===== config.mk =====
export PLATFORM = sky130hd
export DESIGN_NAME = pipelined_muldiv_alu
export DESIGN_NICKNAME = d
export VERILOG_FILES = /design/src/rtl/pipelined_muldiv_alu.sv
export SDC_FILE = /design/constraint.sdc
export NUM_CORES = 1
export LEC_CHECK = 0
export ABC_AREA = 1
export BUFFER_PORTS_ARGS = -buffer_cell sky130_fd_sc_hd__buf_2
export CORE_MARGIN = 2
export CORE_UTILIZATION = 60
export DETAILED_ROUTE_END_ITERATION = 12
export PLACE_DENSITY = 0.75
export SLEW_MARGIN = 20
export SYNTH_ARGS = -nofsm -noshare
export SYNTH_HDL_FRONTEND = slang
export SYNTH_SLANG_ARGS = --single-unit

===== constraint.sdc =====
create_clock -name clk -period 4.3 [get_ports clk]
set_input_delay 0.215 -clock clk [delete_from_list [all_inputs] [get_ports clk]]
set_output_delay 0.215 -clock clk [all_outputs]
set_load 0.005 [all_outputs]

===== src/rtl/pipelined_muldiv_alu.sv =====
// Execution unit: registered single-cycle ALU/branch ops plus iterative RV32M
// multiply/divide, with valid/ready handshakes on both the request and result sides.
module pipelined_muldiv_alu #(
  parameter int DATA_WIDTH  = 32,
  parameter int SHAMT_WIDTH = $clog2(DATA_WIDTH)
) (
  input  logic                  clk,
  input  logic                  reset,
  input  logic                  in_valid,
  output logic                  in_ready,
  input  logic [4:0]            alu_op,
  input  logic [DATA_WIDTH-1:0] alu_in_1,
  input  logic [DATA_WIDTH-1:0] alu_in_2,
  input  logic                  kill,
  output logic                  out_valid,
  input  logic                  out_ready,
  output logic [DATA_WIDTH-1:0] alu_result,
  output logic                  alu_bcond,
  output logic                  busy
);
  localparam int W  = DATA_WIDTH;
  localparam int CW = $clog2(DATA_WIDTH + 1);

  typedef enum logic [1:0] {S_IDLE, S_ITER, S_DONE} state_t;

  state_t          r_state, w_state_nx;
  logic [W-1:0]    r_result, r_hi, r_lo, r_opd;
  logic            r_bcond, r_neg;
  logic [2:0]      r_op;
  logic [CW-1:0]   r_cnt;

  logic                   w_accept, w_multi, w_s1, w_s2, w_neg1, w_neg2, w_neg_in;
  logic [W-1:0]           w_mag1, w_mag2, w_sc_res;
  logic                   w_sc_bc;
  logic [SHAMT_WIDTH-1:0] w_shamt;
  logic [W:0]             w_sum;
  logic [W-1:0]           w_trial, w_hi_nx, w_lo_nx, w_divr, w_divr_s, w_fin;
  logic                   w_ge;
  logic [2*W-1:0]         w_prod, w_prod_s;

  assign in_ready  = (r_state == S_IDLE) || (r_state == S_DONE && out_ready);
  assign w_accept  = in_valid && in_ready && !kill;
  assign w_multi   = (alu_op[4:3] == 2'b10);
  assign out_valid = (r_state == S_DONE);
  assign busy      = (r_state == S_ITER);
  assign alu_result = r_result;
  assign alu_bcond  = r_bcond;

  // Signed ops run on magnitudes; the sign fix-up is applied to the final value.
  assign w_s1   = (alu_op == 5'd17) || (alu_op == 5'd18) || (alu_op == 5'd20) || (alu_op == 5'd22);
  assign w_s2   = (alu_op == 5'd17) || (alu_op == 5'd20) || (alu_op == 5'd22);
  assign w_neg1 = w_s1 && alu_in_1[W-1];
  assign w_neg2 = w_s2 && alu_in_2[W-1];
  assign w_mag1 = w_neg1 ? -alu_in_1 : alu_in_1;
  assign w_mag2 = w_neg2 ? -alu_in_2 : alu_in_2;
  // Remainder follows the dividend; a zero-divisor quotient stays all ones.
  assign w_neg_in = !alu_op[2] ? (w_neg1 ^ w_neg2) :
                    alu_op[1]  ? w_neg1 : ((w_neg1 ^ w_neg2) && (alu_in_2 != '0));

  assign w_shamt = alu_in_2[SHAMT_WIDTH-1:0];

  always_comb begin
    w_sc_res = '0;
    w_sc_bc  = 1'b0;
    case (alu_op)
      5'd0:  w_sc_res = alu_in_1 + alu_in_2;
      5'd1:  w_sc_res = alu_in_1 - alu_in_2;
      5'd2:  w_sc_res = alu_in_1 & alu_in_2;
      5'd3:  w_sc_res = alu_in_1 | alu_in_2;
      5'd4:  w_sc_res = alu_in_1 ^ alu_in_2;
      5'd5:  w_sc_res = alu_in_1 << w_shamt;
      5'd6:  w_sc_res = alu_in_1 >> w_shamt;
      5'd7:  w_sc_res = $signed(alu_in_1) >>> w_shamt;
      5'd8:  w_sc_res = {{(W-1){1'b0}}, $signed(alu_in_1) < $signed(alu_in_2)};
      5'd9:  w_sc_res = {{(W-1){1'b0}}, alu_in_1 < alu_in_2};
      5'd10: w_sc_bc  = (alu_in_1 == alu_in_2);
      5'd11: w_sc_bc  = (alu_in_1 != alu_in_2);
      5'd12: w_sc_bc  = ($signed(alu_in_1) <  $signed(alu_in_2));
      5'd13: w_sc_bc  = ($signed(alu_in_1) >= $signed(alu_in_2));
      5'd14: w_sc_bc  = (alu_in_1 <  alu_in_2);
      5'd15: w_sc_bc  = (alu_in_1 >= alu_in_2);
      default: ;
    endcase
  end

  // One iteration: shift-add for multiply ({hi,lo} = partial product, lo = multiplier),
  // restoring divide (hi = partial remainder, lo = dividend shifting into quotient).
  assign w_sum   = {1'b0, r_hi} + (r_lo[0] ? {1'b0, r_opd} : '0);
  assign w_ge    = ({r_hi, r_lo[W-1]} >= {1'b0, r_opd});
  assign w_trial = {r_hi[W-2:0], r_lo[W-1]} - r_opd;
  assign w_hi_nx = r_op[2] ? (w_ge ? w_trial : {r_hi[W-2:0], r_lo[W-1]}) : w_sum[W:1];
  assign w_lo_nx = r_op[2] ? {r_lo[W-2:0], w_ge} : {w_sum[0], r_lo[W-1:1]};

  assign w_prod   = {w_hi_nx, w_lo_nx};
  assign w_prod_s = r_neg ? -w_prod : w_prod;
  assign w_divr   = r_op[1] ? w_hi_nx : w_lo_nx;
  assign w_divr_s = r_neg ? -w_divr : w_divr;
  assign w_fin    = r_op[2] ? w_divr_s :
                    (r_op[1:0] == 2'b00) ? w_prod_s[W-1:0] : w_prod_s[2*W-1:W];

  always_comb begin
    w_state_nx = r_state;
    if (kill) begin
      w_state_nx = S_IDLE;
    end else begin
      case (r_state)
        S_IDLE: if (in_valid) w_state_nx = w_multi ? S_ITER : S_DONE;
        S_ITER: if (r_cnt == CW'(1)) w_state_nx = S_DONE;
        S_DONE: if (out_ready) w_state_nx = in_valid ? (w_multi ? S_ITER : S_DONE) : S_IDLE;
        default: w_state_nx = S_IDLE;
      endcase
    end
  end

  always_ff @(posedge clk) begin
    if (reset) begin
      r_state  <= S_IDLE;
      r_result <= '0;
      r_bcond  <= 1'b0;
      r_cnt    <= '0;
      r_op     <= '0;
      r_neg    <= 1'b0;
      r_hi     <= '0;
      r_lo     <= '0;
      r_opd    <= '0;
    end else begin
      r_state <= w_state_nx;
      if (kill) begin
        r_cnt <= '0;
      end else if (w_accept) begin
        r_op <= alu_op[2:0];
        if (w_multi) begin
          r_cnt <= CW'(W);
          r_neg <= w_neg_in;
          r_hi  <= '0;
          r_lo  <= alu_op[2] ? w_mag1 : w_mag2;
          r_opd <= alu_op[2] ? w_mag2 : w_mag1;
        end else begin
          r_result <= w_sc_res;
          r_bcond  <= w_sc_bc;
        end
      end else if (r_state == S_ITER) begin
        r_hi  <= w_hi_nx;
        r_lo  <= w_lo_nx;
        r_cnt <= r_cnt - CW'(1);
        if (r_cnt == CW'(1)) begin
          r_result <= w_fin;
          r_bcond  <= 1'b0;
        end
      end
    end
  end
endmodule

==> results of run 1 <==
synth_stat cells (13+ instances only):
cell type	n
o21ai_0	370
o21ai_1	18
a31oi_1	25
nor2_2	29
o22ai_1	34
nor2_1	465
nand4_1	55
buf_1	21
nand3_1	344
nand3_2	17
a21oi_1	421
o211ai_1	49
inv_1	680
nor3_1	63
clkbuf_1	153
nand2_1	1396
nand3b_1	13
o221ai_1	24
nand2_2	30
a221oi_1	21
buf_2	32
dfxtp_1	141
or2_2	31
xor2_1	110
o21a_1	18
ha_1	167
nor4_1	16
metal layers:
metal,overflow,track usage
met5,0,0.0478
met4,4,0.625
met3,0,0.401
met2,3,0.860
met1,0,0.692
timing repair:
item | CTS
pin swaps | 0
endpoints found under the setup margin | 1
resized for setup | 1
kinds of logic after synthesis:
kind of cell | after synthesis | synth area share
AOI/OAI and AO/OA | 1068 | 0.230
xor gates and xnor gates | 122 | 0.0407
adders and majority gates | 171 | 0.0826
buffers and inverters | 915 | 0.136
DFF | 141 | 0.108
muxes | 9 | 0.00343
and+or+nand+nor | 2479 | 0.400
stage by stage:
stage	instance area, sq um	setup WS, ns	TNS [ns]
after global placement	27900	-0.0260	-0.0260
after CTS	28600	0.0202	0
after detailed placement	27900	-0.0395	-0.0395
after floorplan	26300	0.584	0
==> metrics.md, run 1 <==
| Metric | Value |
|---|---|
| Clk root buf | `clkbuf_16` |
| Postcts setup bufs | `0` |
| Total CTS buffers | `17` |
| Error msg | `[ERROR GRT-0232] Routing congestion too high. Check the congestion heatmap in the GUI.` |
| Register area share after synthesis | `0.108` |
| Stopped at | `global routing (5_1_grt)` |
| Die Y | `213 um` |
| Hpwl dp | `107000 um` |
| GP Congestion | `1.20` |
| Register bit total from synthesis | `141` |
| Worst End Pin Type | `sequential cell input` |
| Cell total after placement | `5547` |
| GRT repair_timing worst endpoint | `alu_result[20]$_SDFFE_PP0P_/D` |
| EDFF count, synth | `0` |
| Top-area cell type share of the netlist area | `0.200` |
| Mapped Area | `26300 sq um` |
| Ys async rst share | `0` |
| CTS Hold Bufs | `0` |
| Port bufs | `109` |
| Longest Clk Path Bufs | `2` |
| Syn Area/Cell | `about 5.4 sq um` |
| Total GRT Usage | `0.650` |
| Cell variety after synth | `70` |
| Initial core utilization | `0.608` |
| Primary FF master, synth | `dfxtp_1` |
| Post-Synthesis Cells | `4905` |
| Largest net degree at the start of global routing | `73` |
| Post-synthesis net count | `5150` |
| Top Ports | `110` |
| Top cells by area, synth | `nand2_1 20%, dfxtp_1 11%, inv_1 9.7%, a21oi_1 8.0%, ha_1 8.0%` |
| Site row count | `76` |
| Synth warnings | `0` |
| Post-synth top area cell | `nand2_1` |
| Die X-Extent | `213 um` |
| GR Overflow Total | `7` |
| Status | `did not finish` |
| CTS H-tree depth | `4` |
| CTS sink cnt | `141` |
==> inputs of run 2 (changes only) <==
Settings changed: CORE_UTILIZATION 60 to 40, PLACE_DENSITY 0.75 to default, PLACE_DENSITY_LB_ADDON from default to 0.15.
==> metrics.md, run 2 <==
| Metric | Value |
|---|---|
| Status | `finished, final reports clean (was did not finish)` |
| Critical Path RT | `4.71 ns` |
| Commonest non-fill, non-tap cell in the layout | `nand2_1` |
| Clock-pin slew on the worst setup and hold paths | `0.07 ns` |
| Leading cell type by number of instances after synthesis | `nand2_1 (unchanged)` |
| DRC | `0` |
| Synth Area in Compound Gates | `0.230 (unchanged)` |
| EDFF count, synth | `0 (unchanged)` |
| Critical Path Fanout Max | `5` |
| Antenna violations before repair | `5` |
| Top cells by area, synth | `nand2_1 20%, dfxtp_1 11%, inv_1 9.7%, a21oi_1 8.0%, ha_1 8.0% (unchanged)` |
| Cell family with most CP delay | `simple AND/OR/NAND/NOR gates` |
| Clk root buf | `clkbuf_16 (unchanged)` |
| F_max | `0.241 GHz` |
| Worst slack on hold paths | `0.0539 ns` |
| Die Y | `260 um (was 213 um)` |
| Cell variety after synth | `70 (unchanged)` |
| GR Overflow Total | `0` |
| Simple-gate share of the synthesized area | `0.400 (unchanged)` |
| Hpwl dp | `127000 um (was 107000 um)` |
| Longest Clk Path Bufs | `2 (unchanged)` |
| Static Leakage | `15.8 nW` |
| GP Congestion | `1.10 (was 1.20)` |
| Post-Synthesis Cells | `4905 (unchanged)` |
| Die X-Extent | `260 um (was 213 um)` |
| Crit-path slowest cell | `o21ai_0` |
| Share of post-route cells with drive strength above 1 | `0.136` |
| Finished Cell Area | `30700 sq um` |
| Primary FF master, synth | `dfxtp_1 (unchanged)` |
| Per-cell routed wire length | `25.6 um` |
| Synth warnings | `0 (unchanged)` |
| Cell total after placement | `5986 (was 5547)` |
| Max-cap violations | `0` |
| Hold WC Path Type | `in2reg` |
| CTS Hold Bufs | `0 (unchanged)` |
| CTS sink cnt | `141 (unchanged)` |
| Post-synth top area cell | `nand2_1 (unchanged)` |
| Area of the multi-input gates | `approximately 20000 sq um` |
| DIE AREA | `67700 sq um` |
| Ys async rst share | `0 (unchanged)` |
| Worst Path Buf+Inv | `2` |
| XOR/XNOR Fraction of Synth Area | `0.0407 (unchanged)` |
| CP max stage delay | `0.41 ns` |
| Tcrit/Tclk final | `0.966` |
| Site row count | `93 (was 76)` |
| Setup crit end kind | `flop` |
| Via count | `about 35000` |
| Max IR drop VDD | `0.326 mV` |
| Reg area | `2830 sq um` |
| Syn Area/Cell | `5.35 sq um (unchanged)` |
| Initial core utilization | `0.406 (was 0.608)` |
| Register bit total from synthesis | `141 (unchanged)` |
| Post-Route WL | `around 150000 um` |
| Top Ports | `110 (unchanged)` |
| Highest-count cells in the layout ignoring fill and taps | `1374 x nand2_1, 677 x inv_1, 455 x nor2_1` |
| Clk_skew | `0.0215 ns` |
| Tmin final | `4.15 ns` |
| Later-pin clock latency in the skew report | `0.49 ns` |
| Mapped Area | `26300 sq um (unchanged)` |
| First-pass GRT wire length | `222000 um` |
| Busiest layer in global routing | `met2` |
| Max-slew violation count | `0` |
| Synth cell count leaders | `1396 x nand2_1, 680 x inv_1, 465 x nor2_1 (unchanged)` |
| Vias per cell | `5.86` |
| Post-synthesis adder-cell area fraction | `0.0826 (unchanged)` |
| Endpoints failing setup | `0` |
| Slew @ Worst Pin | `1.31 ns` |
| Crit start category | `flop` |
| DR pass1 iterations | `10` |
| Met3 Resource Use GR | `0.0715` |
| Pwr/cell area | `roughly 220 nW/um^2` |
| Final Net Count | `5404` |
| Port bufs | `109 (unchanged)` |
| Largest family of logic cells by synthesized area | `simple AND/OR/NAND/NOR gates (unchanged)` |
| Top-area cell type share of the netlist area | `0.200 (unchanged)` |
| Largest net degree at the start of global routing | `76` |
| CTS H-tree depth | `4 (unchanged)` |
| ANT nets after route | `0` |
| DP Area | `29600 sq um (was 27900 sq um)` |
| Total GRT Usage | `0.445` |
| Total CTS buffers | `17 (unchanged)` |
| CP most frequent cell | `nand2_2` |
| TritonCTS clock tree | `yes` |
| Post-synthesis net count | `5150 (unchanged)` |
| Setup TNS | `0 ns` |
| Rel. slew slack | `0.121` |
| Arr. time, crit path | `4.57 ns` |
| Register area share after synthesis | `0.108 (unchanged)` |
| Vias in the first global route | `roughly 34000` |
| Crit Path Class | `reg2reg` |
| Final instance count without filler cells | `6027` |
| Met1 usage | `0.498` |
| DRT iter0 DRCs | `3937` |
| Fill cell count | `approximately 7300` |
| Core area | `between 60000 and 70000 sq um` |
| P&R area growth vs syn | `16.8%` |
| Antenna Cells | `0` |
| Post-synthesis mux area share | `0.00343 (unchanged)` |
| GR met2 Demand/Resource | `0.735` |
| Hold Vio Cnt, Final | `0` |
==> run 2: cell counts after synthesis <==
Identical to the previous run, type by type.
==> run 2: power by group <==
group,leakage (nW),internal [mW],switching [mW],total [mW]
combinational,14.4,1.19,2.65,3.83
sequential,1.15,1.35,0.0575,1.41
clock,0.285,0.771,0.783,1.55
==> run 2: timing repair <==
item | 4_1_cts | 5_1_grt
buffers inserted | 0 | 8
gates resized for setup | 0 | 93
hold endpoints to repair | 0 | 0
endpoints found under the setup margin | 0 | 24
==> run 2: cell families after synthesis <==
family / Yosys count
compound gates: 1068
xor+xnor: 122
fa+ha+maj: 171
buf+inv: 915
flops: 141
mux: 9
simple gates: 2479
==> run 2: tightest hold or removal path: stages <==
cell and delay (ns):
buf_2 0.10, o2111ai_1 0.10, a21oi_1 0.07
==> run 2: path summary, 6_finish.rpt <==
check,startpoint,to,slack (ns),depth (start not counted)
worst max-delay path,r_opd[13],alu_result[4],0.15,26
worst min-delay path,in_valid,r_state[0],0.05,3
worst max register to register,r_opd[13],alu_result[4],0.15,26
worst min register to register,r_opd[26],r_opd[26],0.48,2
==> run 2: metal layers <==
metal | wire length [um] | part of all wire
met1 | 56600 | 0.37
met4 | 16400 | 0.11
met5 | 95 | 0.00062
met3 | 12000 | 0.078
met2 | 69100 | 0.45
==> run 2: area by class of cell <==
cell class,count,area share
clock inverters,15,0.00481
clock buffers,17,0.0139
inverters,698,0.0854
repair buffers,452,0.106
flip-flops and latches,141,0.0924
well taps,855,0.0349
multi-input cells,3849,0.663
==> run 2: through the flow <==
step                power (mW)  utilization  worst slack, ns
finish                    6.79        0.474            0.146
global route              7.06        0.474          -0.0395
CTS                       6.56        0.466           0.0840
detailed placement        5.02        0.457           0.0976
global placement          5.04        0.457            0.175
floorplan                 3.54            -            0.584
(Power assumes the default switching activity.)
